--- config.mk ---
export PLATFORM = sky130hd
export DESIGN_NAME = miriscv_mem_arbiter
export DESIGN_NICKNAME = d
export VERILOG_FILES = /design/src/rtl/miriscv_mem_arb_pkg.sv /design/src/rtl/miriscv_mem_arb_slot.sv /design/src/rtl/miriscv_mem_arbiter.sv
export SDC_FILE = /design/constraint.sdc
export NUM_CORES = 1
export LEC_CHECK = 0
export BUFFER_PORTS_ARGS = -buffer_cell sky130_fd_sc_hd__buf_2
export CORE_MARGIN = 2
export CORE_UTILIZATION = 45
export CTS_CLUSTER_SIZE = 25
export DETAILED_ROUTE_END_ITERATION = 7
export HOLD_SLACK_MARGIN = 0.05
export PLACE_DENSITY = 0.78
export SLEW_MARGIN = 30
export SYNTH_ARGS = -nofsm -noshare
export SYNTH_HDL_FRONTEND = slang
export SYNTH_SLANG_ARGS = --single-unit
--- constraint.sdc ---
create_clock -name clk_i -period 6 [get_ports clk_i]
set_input_delay 0.9 -clock clk_i [delete_from_list [all_inputs] [get_ports clk_i]]
set_output_delay 0.9 -clock clk_i [all_outputs]
set_load 0.01 [all_outputs]
--- src/rtl/miriscv_mem_arb_pkg.sv ---
`default_nettype none
// ============================================================================
// Module   : miriscv_mem_arb_pkg
// Brief    : Shared types for the instruction/data memory arbiter: FSM state,
//            port identifiers, pending-request record and arbitration helper.
// Revision : 1.0 - initial release
// ============================================================================
package miriscv_mem_arb_pkg;

  // Widest address any arbiter instance may use; narrower instances use the
  // low ADDR_W bits of the request record.
  localparam int unsigned c_ADDR_W_MAX = 64;

  typedef enum logic [1:0] {
    ST_IDLE      = 2'd0,
    ST_ISSUE     = 2'd1,
    ST_WAIT_RESP = 2'd2
  } arb_state_e;

  typedef enum logic {
    PORT_INSTR = 1'b0,
    PORT_DATA  = 1'b1
  } arb_port_e;

  typedef struct packed {
    logic                    we;
    logic [3:0]              be;
    logic [c_ADDR_W_MAX-1:0] addr;
    logic [31:0]             wdata;
  } arb_req_t;

  // A lone pending port wins; on a tie the port that was not served last wins.
  function automatic arb_port_e arb_pick(input logic instr_v, input logic data_v,
                                         input arb_port_e last);
    if (instr_v && !data_v) return PORT_INSTR;
    if (data_v && !instr_v) return PORT_DATA;
    return (last == PORT_INSTR) ? PORT_DATA : PORT_INSTR;
  endfunction

endpackage
`default_nettype wire

--- src/rtl/miriscv_mem_arb_slot.sv ---
`default_nettype none
// ============================================================================
// Module   : miriscv_mem_arb_slot
// Brief    : One pending-request register with its valid flag. Clear has
//            priority over load; the caller only loads into a free slot.
// Revision : 1.0 - initial release
// ============================================================================
module miriscv_mem_arb_slot
  import miriscv_mem_arb_pkg::*;
(
  input  logic     clk_i,
  input  logic     arstn_i,
  input  logic     load_i,
  input  logic     clear_i,
  input  arb_req_t req_i,
  output logic     valid_o,
  output arb_req_t req_o
);

  logic     r_valid;
  arb_req_t r_req;

  // Capture a request into the free slot, or release it when served/dropped.
  always_ff @(posedge clk_i or negedge arstn_i) begin
    if (!arstn_i) begin
      r_valid <= 1'b0;
      r_req   <= '0;
    end else if (clear_i) begin
      r_valid <= 1'b0;
    end else if (load_i) begin
      r_valid <= 1'b1;
      r_req   <= req_i;
    end
  end

  assign valid_o = r_valid;
  assign req_o   = r_req;

endmodule
`default_nettype wire

--- src/rtl/miriscv_mem_arbiter.sv ---
`default_nettype none
// ============================================================================
// Module   : miriscv_mem_arbiter
// Brief    : Arbitrates the core's fetch and load/store ports onto a single
//            req/gnt/rvalid memory port, one outstanding transaction at a
//            time, with a sticky protocol/timeout error flag.
// Revision : 1.0 - initial release
// ============================================================================
module miriscv_mem_arbiter
  import miriscv_mem_arb_pkg::*;
#(
  parameter int ADDR_W      = 32,
  parameter int MEM_TIMEOUT = 1024
) (
  input  logic              clk_i,
  input  logic              arstn_i,
  // fetch port
  input  logic              instr_req_i,
  input  logic [ADDR_W-1:0] instr_addr_i,
  output logic              instr_rvalid_o,
  output logic [31:0]       instr_rdata_o,
  // load/store port
  input  logic              data_req_i,
  input  logic              data_we_i,
  input  logic [3:0]        data_be_i,
  input  logic [ADDR_W-1:0] data_addr_i,
  input  logic [31:0]       data_wdata_i,
  output logic              data_rvalid_o,
  output logic [31:0]       data_rdata_o,
  // shared memory port
  output logic              mem_req_o,
  output logic              mem_we_o,
  output logic [3:0]        mem_be_o,
  output logic [ADDR_W-1:0] mem_addr_o,
  output logic [31:0]       mem_wdata_o,
  input  logic              mem_gnt_i,
  input  logic              mem_rvalid_i,
  input  logic [31:0]       mem_rdata_i,
  output logic              err_o
);

  localparam int unsigned              c_TIMER_W    = $clog2(MEM_TIMEOUT + 1);
  localparam logic [c_TIMER_W-1:0]     c_TIMER_LAST = c_TIMER_W'(MEM_TIMEOUT - 1);

  // Slot index 0 is the fetch port, index 1 the load/store port.
  logic [1:0]           w_slot_load;
  logic [1:0]           w_slot_clear;
  logic [1:0]           w_slot_valid;
  arb_req_t             w_slot_din  [2];
  arb_req_t             w_slot_dout [2];

  arb_state_e           r_state;
  arb_state_e           w_state_nxt;
  logic [c_TIMER_W-1:0] r_timer;
  arb_port_e            r_owner;
  arb_port_e            r_last;

  logic                 r_mem_req;
  logic                 r_mem_we;
  logic [3:0]           r_mem_be;
  logic [ADDR_W-1:0]    r_mem_addr;
  logic [31:0]          r_mem_wdata;
  logic                 r_instr_rvalid;
  logic [31:0]          r_instr_rdata;
  logic                 r_data_rvalid;
  logic [31:0]          r_data_rdata;
  logic                 r_err;

  logic                 w_progress;
  logic                 w_drop;
  arb_port_e            w_grant;
  arb_req_t             w_sel_req;
  logic                 w_issue;
  logic                 w_done;
  logic                 w_err_set;

  // Build slot inputs; fetches are stored already shaped as full-word reads.
  always_comb begin
    w_slot_din[0]                   = '0;
    w_slot_din[0].be                = 4'hF;
    w_slot_din[0].addr[ADDR_W-1:0]  = instr_addr_i;
    w_slot_din[1]                   = '0;
    w_slot_din[1].we                = data_we_i;
    w_slot_din[1].be                = data_be_i;
    w_slot_din[1].addr[ADDR_W-1:0]  = data_addr_i;
    w_slot_din[1].wdata             = data_wdata_i;
  end

  assign w_slot_load[0] = instr_req_i && !w_slot_valid[0];
  assign w_slot_load[1] = data_req_i  && !w_slot_valid[1];

  generate
    for (genvar gi = 0; gi < 2; gi++) begin : g_slot
      miriscv_mem_arb_slot u_slot (
        .clk_i   (clk_i),
        .arstn_i (arstn_i),
        .load_i  (w_slot_load[gi]),
        .clear_i (w_slot_clear[gi]),
        .req_i   (w_slot_din[gi]),
        .valid_o (w_slot_valid[gi]),
        .req_o   (w_slot_dout[gi])
      );
    end
  endgenerate

  // Record bits above ADDR_W are always zero and intentionally unused.
  generate
    if (ADDR_W < c_ADDR_W_MAX) begin : g_addr_pad
      logic w_unused_addr;
      assign w_unused_addr = ^{w_slot_dout[0].addr[c_ADDR_W_MAX-1:ADDR_W],
                               w_slot_dout[1].addr[c_ADDR_W_MAX-1:ADDR_W]};
    end
  endgenerate

  // A busy state makes progress on a grant (ISSUE) or a response (WAIT_RESP);
  // otherwise it is abandoned once the timer reaches its last count.
  assign w_progress = ((r_state == ST_ISSUE) && r_mem_req && mem_gnt_i) ||
                      ((r_state == ST_WAIT_RESP) && mem_rvalid_i);
  assign w_drop     = (r_state != ST_IDLE) && !w_progress && (r_timer == c_TIMER_LAST);

  // State register.
  always_ff @(posedge clk_i or negedge arstn_i) begin
    if (!arstn_i) r_state <= ST_IDLE;
    else          r_state <= w_state_nxt;
  end

  // Next-state logic.
  always_comb begin
    w_state_nxt = r_state;
    case (r_state)
      ST_IDLE:      if (|w_slot_valid) w_state_nxt = ST_ISSUE;
      ST_ISSUE:     if (w_progress) w_state_nxt = ST_WAIT_RESP;
                    else if (w_drop) w_state_nxt = ST_IDLE;
      ST_WAIT_RESP: if (w_progress || w_drop) w_state_nxt = ST_IDLE;
      default:      w_state_nxt = ST_IDLE;
    endcase
  end

  // Output decode: grant selection, slot release and error detection.
  always_comb begin
    w_grant      = arb_pick(w_slot_valid[0], w_slot_valid[1], r_last);
    w_sel_req    = (w_grant == PORT_DATA) ? w_slot_dout[1] : w_slot_dout[0];
    w_issue      = (r_state == ST_IDLE) && (|w_slot_valid);
    w_done       = (r_state == ST_WAIT_RESP) && mem_rvalid_i;
    w_slot_clear = 2'b00;
    if (w_done || w_drop) begin
      if (r_owner == PORT_DATA) w_slot_clear[1] = 1'b1;
      else                      w_slot_clear[0] = 1'b1;
    end
    w_err_set    = (instr_req_i && w_slot_valid[0]) ||
                   (data_req_i  && w_slot_valid[1]) ||
                   (mem_rvalid_i && (r_state != ST_WAIT_RESP)) ||
                   w_drop;
  end

  // Busy-cycle timer, restarted on every state change.
  always_ff @(posedge clk_i or negedge arstn_i) begin
    if (!arstn_i)                                          r_timer <= '0;
    else if ((r_state == ST_IDLE) || w_progress || w_drop) r_timer <= '0;
    else                                                   r_timer <= r_timer + 1'b1;
  end

  // Registered memory request, owner tracking, responses and sticky error.
  always_ff @(posedge clk_i or negedge arstn_i) begin
    if (!arstn_i) begin
      r_mem_req      <= 1'b0;
      r_mem_we       <= 1'b0;
      r_mem_be       <= 4'h0;
      r_mem_addr     <= '0;
      r_mem_wdata    <= 32'h0;
      r_owner        <= PORT_INSTR;
      r_last         <= PORT_INSTR;
      r_instr_rvalid <= 1'b0;
      r_instr_rdata  <= 32'h0;
      r_data_rvalid  <= 1'b0;
      r_data_rdata   <= 32'h0;
      r_err          <= 1'b0;
    end else begin
      r_instr_rvalid <= w_done && (r_owner == PORT_INSTR);
      r_data_rvalid  <= w_done && (r_owner == PORT_DATA);
      if (w_done && (r_owner == PORT_INSTR))              r_instr_rdata <= mem_rdata_i;
      if (w_done && (r_owner == PORT_DATA) && !r_mem_we) r_data_rdata  <= mem_rdata_i;
      if (w_issue) begin
        r_mem_req   <= 1'b1;
        r_mem_we    <= w_sel_req.we;
        r_mem_be    <= w_sel_req.be;
        r_mem_addr  <= w_sel_req.addr[ADDR_W-1:0];
        r_mem_wdata <= w_sel_req.wdata;
        r_owner     <= w_grant;
        r_last      <= w_grant;
      end else if ((r_state == ST_ISSUE) && (w_progress || w_drop)) begin
        r_mem_req   <= 1'b0;
      end
      if (w_err_set) r_err <= 1'b1;
    end
  end

  assign mem_req_o      = r_mem_req;
  assign mem_we_o       = r_mem_we;
  assign mem_be_o       = r_mem_be;
  assign mem_addr_o     = r_mem_addr;
  assign mem_wdata_o    = r_mem_wdata;
  assign instr_rvalid_o = r_instr_rvalid;
  assign instr_rdata_o  = r_instr_rdata;
  assign data_rvalid_o  = r_data_rvalid;
  assign data_rdata_o   = r_data_rdata;
  assign err_o          = r_err;

endmodule
`default_nettype wire

==> impl_metrics.env, run 1 <==
export IMPL_status="finished clean"
export IMPL_slew_headroom=0.4498
export IMPL_cts_inserted_buffers=27
export IMPL_critical_path_top_delay_family="buffers and inverters"
export IMPL_reg2reg_setup_slack_ns=3.21
export IMPL_clk_latency_ns=0.53
export IMPL_cp_depth=6
export IMPL_portBuffers=275
export IMPL_cpPeakStageDelay_ns=0.56
export IMPL_syn_area_um2=10060
export IMPL_cp_startpoint="r_timer[0]"
export IMPL_avgSynthCellArea_um2=12.80
export IMPL_syn_inst=786
export IMPL_setup_tns_final_ns=0
export IMPL_nFillCells=1786
export IMPL_grtUsageMet1=0.2434
export IMPL_cap_violations=0
export IMPL_post_dp_hpwl_mm=15.85
export IMPL_tightest_slew_ns=0.8253
export IMPL_hold_class="in2async"
export IMPL_antennaDiodeCount=0
export IMPL_post_cts_resized=0
export IMPL_layout_nets=1193
export IMPL_synth_warnings=0
export IMPL_wl_per_cell_um=17.43
export IMPL_grt_pass1_wl_mm=37.47
export IMPL_die_x_um=153.5
export IMPL_cts_tree="built"
export IMPL_grt_overflow_total=0
export IMPL_path_max_fanout=36
export IMPL_cts_root_buffer="clkbuf_16"
export IMPL_syn_nets=926
export IMPL_yosys_top_cells_count="255 x dfrtp_1, 143 x nand2_1, 140 x mux2_2"
export IMPL_gp_congestion=0.7828
export IMPL_clock_tree_htree_level_count=1
export IMPL_grt_max_degree=100
export IMPL_drc=0
export IMPL_grt_util_all_layers=0.1968
export IMPL_clock_sinks=255
export IMPL_regToRegStartpoint="r_timer[0]"
export IMPL_dr_pass1_iters=4
export IMPL_num_vias=6881
export IMPL_wl_mm=23.60
export IMPL_drt_initial_drc_count=288
export IMPL_synth_top_flop_cell="dfrtp_1"
export IMPL_ios=276
export IMPL_use_met2=0.3367
export IMPL_fmax_ghz=0.3581
export IMPL_ys_seq_area_frac=0.6342
export IMPL_vias_per_cell=5.082
export IMPL_worst_ep_arrival_time_ns=3.20
export IMPL_die_area_um2=23570
export IMPL_postCtsSetupBuffers=0
export IMPL_r2r_cells=6
export IMPL_critPathBufInv=1
export IMPL_path_clk_slew_ns=0.06
export IMPL_ff_latch_area_um2=6381
export IMPL_rsz0062_at_grt="false"
export IMPL_ys_seq_elements=255
export IMPL_yosys_area_top_type="dfrtp_1"
export IMPL_path_class="reg2reg"
export IMPL_hold_viol_final=0
export IMPL_ant_nets=0
export IMPL_cts_buffer_depth=3
export IMPL_power_density_nw_per_um2=292.8
export IMPL_initial_utilization=0.4596
export IMPL_slew_violations=0
export IMPL_crit_reg2reg_capture="g_slot[1].u_slot.req_o[50]"
export IMPL_post_route_period_util=0.4654
export IMPL_worstPathRequired_ns=6.41
export IMPL_grt_antenna_before_repair=1
export IMPL_placementRows=54
export IMPL_ys_async_sr_fraction=1.000
export IMPL_cts_hold_buf=0
export IMPL_drive_gt1_frac=0.4590
export IMPL_syn_to_final_growth_pct=24.84
export IMPL_core_area_um2=21890
export IMPL_fin_skew_ns=0.01431
export IMPL_yosysUniqueCellTypes=40
export IMPL_multiInputGateArea_um2=3445
export IMPL_busiest_layer="met2"
export IMPL_cp_endpoint="g_slot[1].u_slot.req_o[50]"
export IMPL_synth_area_top_cells="dfrtp_1 63%, mux2_2 16%, nand2_1 5.3%"
export IMPL_p_leak_nw=6.746
export IMPL_cp_start_kind="flop"
export IMPL_grt_util_met3=0.05862
export IMPL_endpoint_kind="flop"
export IMPL_synth_edff_count=0
export IMPL_yosys_area_top_type_share=0.6342
export IMPL_total_power_mw=3.678
export IMPL_setup_violations=0
export IMPL_grt_pass1_vias=6989
export IMPL_cp_slowest_cell="buf_4"
export IMPL_die_y_um=153.5
export IMPL_synth_most_common_cell="dfrtp_1"
export IMPL_peakVddDrop_mv=0.2132
export IMPL_crit_chain="ha_1 -> and3_4 -> and4_4 -> a31o_4 -> buf_4 -> mux2_2"
export IMPL_period_needed_ns=2.792
[power breakdown]
part | internal (mW) | switching [mW]
clock network | 0.999 | 0.667
logic | 0.0971 | 0.0753
registers | 1.80 | 0.0405
total | 2.90 | 0.783
[worst register-to-register path: cells and delay by family (launching register included)]
kind,cells,cell delay (ns)
AO/OA/AOI/OAI,1,0.55
multiplexers,1,0.44
flip-flops,1,0.39
AND/OR/NAND/NOR,2,0.49
buffers and inverters,1,0.61
adder cells (fa/ha/maj),1,0.20
[cells in the final DEF, fill, tap and decap left out, types with 3 or more instances in the layout]
cell type  instances
mux2_2           140
mux2_1            15
nor2_1            51
inv_1              3
a21oi_1            3
nor2b_1            3
buf_2            274
xor2_1             6
nand3_1           37
nand4_1            3
o21ai_0            7
clkbuf_16         27
clkbuf_8           7
dfrtp_1          255
mux2_4            10
clkbuf_1           4
a31oi_1           36
clkinv_2           7
buf_4             11
nand2_1          143
[state kept, by name, summed over array words and instances (netlist names)]
register,cells
data_rdata_o,32
data_rvalid_o,1
err_o,1
g_slot.u_slot.req_o,102
g_slot.u_slot.valid_o,2
instr_rdata_o,32
instr_rvalid_o,1
mem_addr_o,32
mem_be_o,4
mem_req_o,1
mem_wdata_o,32
mem_we_o,1
r_last,1
r_state,2
r_timer,11
[routing by layer]
metal | up-vias | wire [um]
met1 | 3353 | 9749
li1 | 3230 | -
met4 | 2 | 531
met2 | 254 | 11380
met3 | 42 | 1927
met5 | - | 11
[worst min path at each step]
stage                                          start                          to  slack [ns]  depth (start not counted)
after floorplan           g_slot[0].u_slot.req_o[96]  g_slot[0].u_slot.req_o[96]        0.43                          1
after global placement               mem_wdata_o[30]             mem_wdata_o[30]        0.45                          2
after detailed placement             mem_wdata_o[14]             mem_wdata_o[14]        0.45                          2
after CTS                                    arstn_i            data_rdata_o[14]        0.43                          1
after global routing                         arstn_i             mem_wdata_o[18]        0.45                          1
final                                        arstn_i             mem_wdata_o[18]        0.41                          1
[layout make-up]
class,count,area share
sequential,255,0.5080
multi-input combinational,480,0.2742
timing repair buffer,286,0.1169
clock buffer,38,0.06265
tap,280,0.02789
clock inverter,12,0.009462
inverter,3,0.0008964
[cell families after synthesis]
group / Yosys count / synth area share
DFF: 255 / 0.6342
and+or+nand+nor: 249 / 0.1046
xor gates and xnor gates: 8 / 0.006964
adders and majority gates: 1 / 0.001243
buffers and inverters: 51 / 0.02798
muxes: 165 / 0.1884
AOI/OAI and AO/OA: 57 / 0.03668
[stage by stage]
| stage | setup slack [ns] | instances | cell area (um2) | hold WS [ns] | util |
|---|---|---|---|---|---|
| after global placement | 2.872 | 1304 | 11660 | 0.4460 | 0.5325 |
| after CTS | 3.189 | 1354 | 12560 | 0.4283 | 0.5738 |
| after detailed placement | 2.809 | 1304 | 11660 | 0.4503 | 0.5325 |
| final | 3.208 | 1354 | 12560 | 0.4096 | 0.5738 |
| after global routing | 3.080 | 1354 | 12560 | 0.4522 | 0.5738 |
| after floorplan | 3.732 | 786 | 10060 | 0.4346 | - |
No activity file was read; power rests on OpenSTA's default activity.
==> run 2, diff against run 1 <==
--- a/config.mk
+++ b/config.mk
@@ -5,13 +5,14 @@
 export SDC_FILE = /design/constraint.sdc
 export NUM_CORES = 1
 export LEC_CHECK = 0
+export ABC_AREA = 1
 export BUFFER_PORTS_ARGS = -buffer_cell sky130_fd_sc_hd__buf_2
 export CORE_MARGIN = 2
 export CORE_UTILIZATION = 45
 export CTS_CLUSTER_SIZE = 25
 export DETAILED_ROUTE_END_ITERATION = 7
 export HOLD_SLACK_MARGIN = 0.05
-export PLACE_DENSITY = 0.78
+export PLACE_DENSITY = 0.81
 export SLEW_MARGIN = 30
 export SYNTH_ARGS = -nofsm -noshare
 export SYNTH_HDL_FRONTEND = slang
==> constraint.sdc (replaced) <==
create_clock -name clk_i -period 2.4 [get_ports clk_i]
set_input_delay 0.36 -clock clk_i [delete_from_list [all_inputs] [get_ports clk_i]]
set_output_delay 0.36 -clock clk_i [all_outputs]
set_load 0.01 [all_outputs]
==> impl_metrics.env, run 2 <==
export IMPL_hold_start="data_addr_i[27]"
export IMPL_ant_nets=0
export IMPL_syn_to_final_growth_pct=30.24
export IMPL_total_power_mw=17.33
export IMPL_core_area_um2=21760
export IMPL_drc=0
export IMPL_cpPeakStageDelay_ns=0.61
export IMPL_grt_util_all_layers=0.2310
export IMPL_cts_inserted_buffers=28
export IMPL_post_route_period_util=0.8814
export IMPL_ios=276
export IMPL_cp_start_kind="flop"
export IMPL_use_met2=0.3824
export IMPL_grt_max_degree=73
export IMPL_postCtsSetupBuffers=0
export IMPL_ys_seq_area_frac=0.6424
export IMPL_power_density_nw_per_um2=1339
export IMPL_synth_edff_count=0
export IMPL_yosysUniqueCellTypes=31
export IMPL_slew_headroom=0.3867
export IMPL_cts_tree="built"
export IMPL_slew_violations=0
export IMPL_grt_antenna_before_repair=4
export IMPL_vias_per_cell=5.200
export IMPL_path_class="reg2reg"
export IMPL_setup_violations=0
export IMPL_syn_nets=1170
export IMPL_layout_nets=1467
export IMPL_cap_violations=0
export IMPL_yosys_area_top_type_share=0.6424
export IMPL_grtUsageMet1=0.3009
export IMPL_fin_skew_ns=0.01632
export IMPL_setup_tns_final_ns=0
export IMPL_finalInstanceArea_um2=12940
export IMPL_num_vias=8481
export IMPL_endpoint_kind="flop"
export IMPL_crit_chain="inv_2 -> nor2_2 -> nand2_1 -> nand2_1 -> o21bai_4 -> nand2_2 -> buf_4 -> nand3_1 -> nand2_1"
export IMPL_ys_async_sr_fraction=1.000
export IMPL_clock_sinks=255
export IMPL_grt_pass1_vias=8645
export IMPL_tightest_slew_ns=0.9199
export IMPL_path_clk_slew_ns=0.06
export IMPL_drive_gt1_frac=0.2706
export IMPL_gp_congestion=0.8388
export IMPL_dp_cells=1548
export IMPL_placementRows=54
export IMPL_yosys_area_top_type="dfrtp_1"
export IMPL_regToRegStartpoint="r_state[0]"
export IMPL_wl_per_cell_um=16.53
export IMPL_grt_pass1_wl_mm=44.46
export IMPL_portBuffers=275
export IMPL_synth_top_flop_cell="dfrtp_1"
export IMPL_dr_pass1_iters=5
export IMPL_syn_inst=1030
export IMPL_worstPathRequired_ns=2.86
export IMPL_cts_root_buffer="clkbuf_16"
export IMPL_final_cell_mix="296 x nand2_1, 274 x buf_2, 255 x dfrtp_1"
export IMPL_busiest_layer="met2"
export IMPL_clk_latency_ns=0.53
export IMPL_avgSynthCellArea_um2=9.644
export IMPL_cp_startpoint="r_state[0]"
export IMPL_largest_reg_flops=102
export IMPL_placed_cell_area_um2=11640
export IMPL_period_needed_ns=2.115
export IMPL_synth_area_top_cells="dfrtp_1 64%, nand2_1 11%, nand3_1 5.4%"
export IMPL_yosys_top_cells_count="297 x nand2_1, 255 x dfrtp_1, 108 x nand3_1"
export IMPL_fmax_ghz=0.4727
export IMPL_worst_ep_arrival_time_ns=2.58
export IMPL_wl_mm=26.96
export IMPL_cp_slowest_cell="buf_4"
export IMPL_final_common_cell="nand2_1"
export IMPL_finish_utilization=0.5947
export IMPL_status="finished clean"
export IMPL_grt_util_met3=0.04209
export IMPL_die_x_um=152.6
export IMPL_p_leak_nw=6.917
export IMPL_path_max_fanout=70
export IMPL_drt_initial_drc_count=538
export IMPL_initial_utilization=0.4566
export IMPL_synth_most_common_cell="nand2_1"
export IMPL_post_cts_resized=0
export IMPL_synth_warnings=0
export IMPL_hold_viol_final=0
export IMPL_peakVddDrop_mv=0.6690
export IMPL_finalNonFillerCells=1631
export IMPL_die_area_um2=23280
export IMPL_cp_common_cell="nand2_1"
export IMPL_syn_area_um2=9933
export IMPL_ys_seq_elements=255
export IMPL_rsz0062_at_grt="false"
export IMPL_clock_tree_htree_level_count=1
export IMPL_grt_overflow_total=0
export IMPL_hold_class="in2reg"
export IMPL_post_dp_hpwl_mm=17.51
export IMPL_cts_buffer_depth=3
export IMPL_die_y_um=152.6
==> run 2: cell types whose count changed in the layout (fill, tap and decap cells not counted), sizes merged, moves of 29 or more <==
cell	delta
dlygate4sd3	+29
o21ai	+63
nor3	+46
a22o	+32
nand2	+157
inv	+47
nand3	+72
mux2	-165
a31oi	-35
==> run 2: area by class of cell <==
class	instances	area [um2]
fillers	1840	8818
flip-flops and latches	255	6381
multi-input cells	663	3112
repair buffers	328	1894
clock buffers	44	882.1
well taps	280	350.3
inverters	51	191.4
clock inverters	8	121.4
diodes	2	5.005
==> run 2: worst paths after layout <==
kind	slack, ns	cells past startpoint	to
setup / recovery	0.28	9	g_slot[1].u_slot.req_o[45]
hold / removal	0.07	3	g_slot[1].u_slot.req_o[59]
setup reg to reg	0.28	9	g_slot[1].u_slot.req_o[45]
hold reg to reg	0.46	1	r_timer[0]
max in group asynchronous	1.22	3	g_slot[1].u_slot.req_o[60]
min in group asynchronous	0.40	2	data_rdata_o[4]
==> run 2: cell families (layout without fill, tap and decap cells) <==
logic type / Yosys count / after routing / synth area share
flops: 255 / 255 / 0.6424
fa+ha+maj: 1 / 1 / 0.001259
buf+inv: 112 / 431 / 0.04673
simple gates: 526 / 526 / 0.2217
xor+xnor: 3 / 3 / 0.002646
compound gates: 133 / 133 / 0.08528
other cells: 0 / 2 / 0
==> run 2: what timing repair did <==
action / 4_1_cts / 5_1_grt
hold buffers: 29 / 0
hold endpoints to repair: 93 / 0
endpoints found under the setup margin: 0 / 0
==> run 2: routing by layer <==
metal,vias up,wire length (um),share of wire
met5,-,25,0.00093
li1,3991,-,-
met4,4,1185,0.044
met3,88,1556,0.058
met1,4067,11190,0.42
met2,331,12990,0.48
==> run 2: metrics by stage <==
step / hold slack (ns) / worst slack [ns]
floorplan: 0.06441 / 0.7589
global placement: 0.3660 / 0.4453
detailed placement: 0.3760 / 0.3284
CTS: 0.05011 / 0.3176
global route: 0.06269 / 0.07238
finish: 0.06579 / 0.2846
==> run 2: power by group <==
part / leakage (nW) / switching [mW] / internal, mW
Combinational: 3.23 / 3.38 / 2.16
Clock: 0.494 / 1.69 / 2.83
Sequential: 3.19 / 1.05 / 6.21
Total: 6.92 / 6.12 / 11.2
==> run 2: worst max-delay path: cells and delay by family, from the launching register on <==
family,cells,cell delay [ns]
simple gates,6,0.81
buf+inv,2,0.67
flops,1,0.40
compound gates,1,0.11
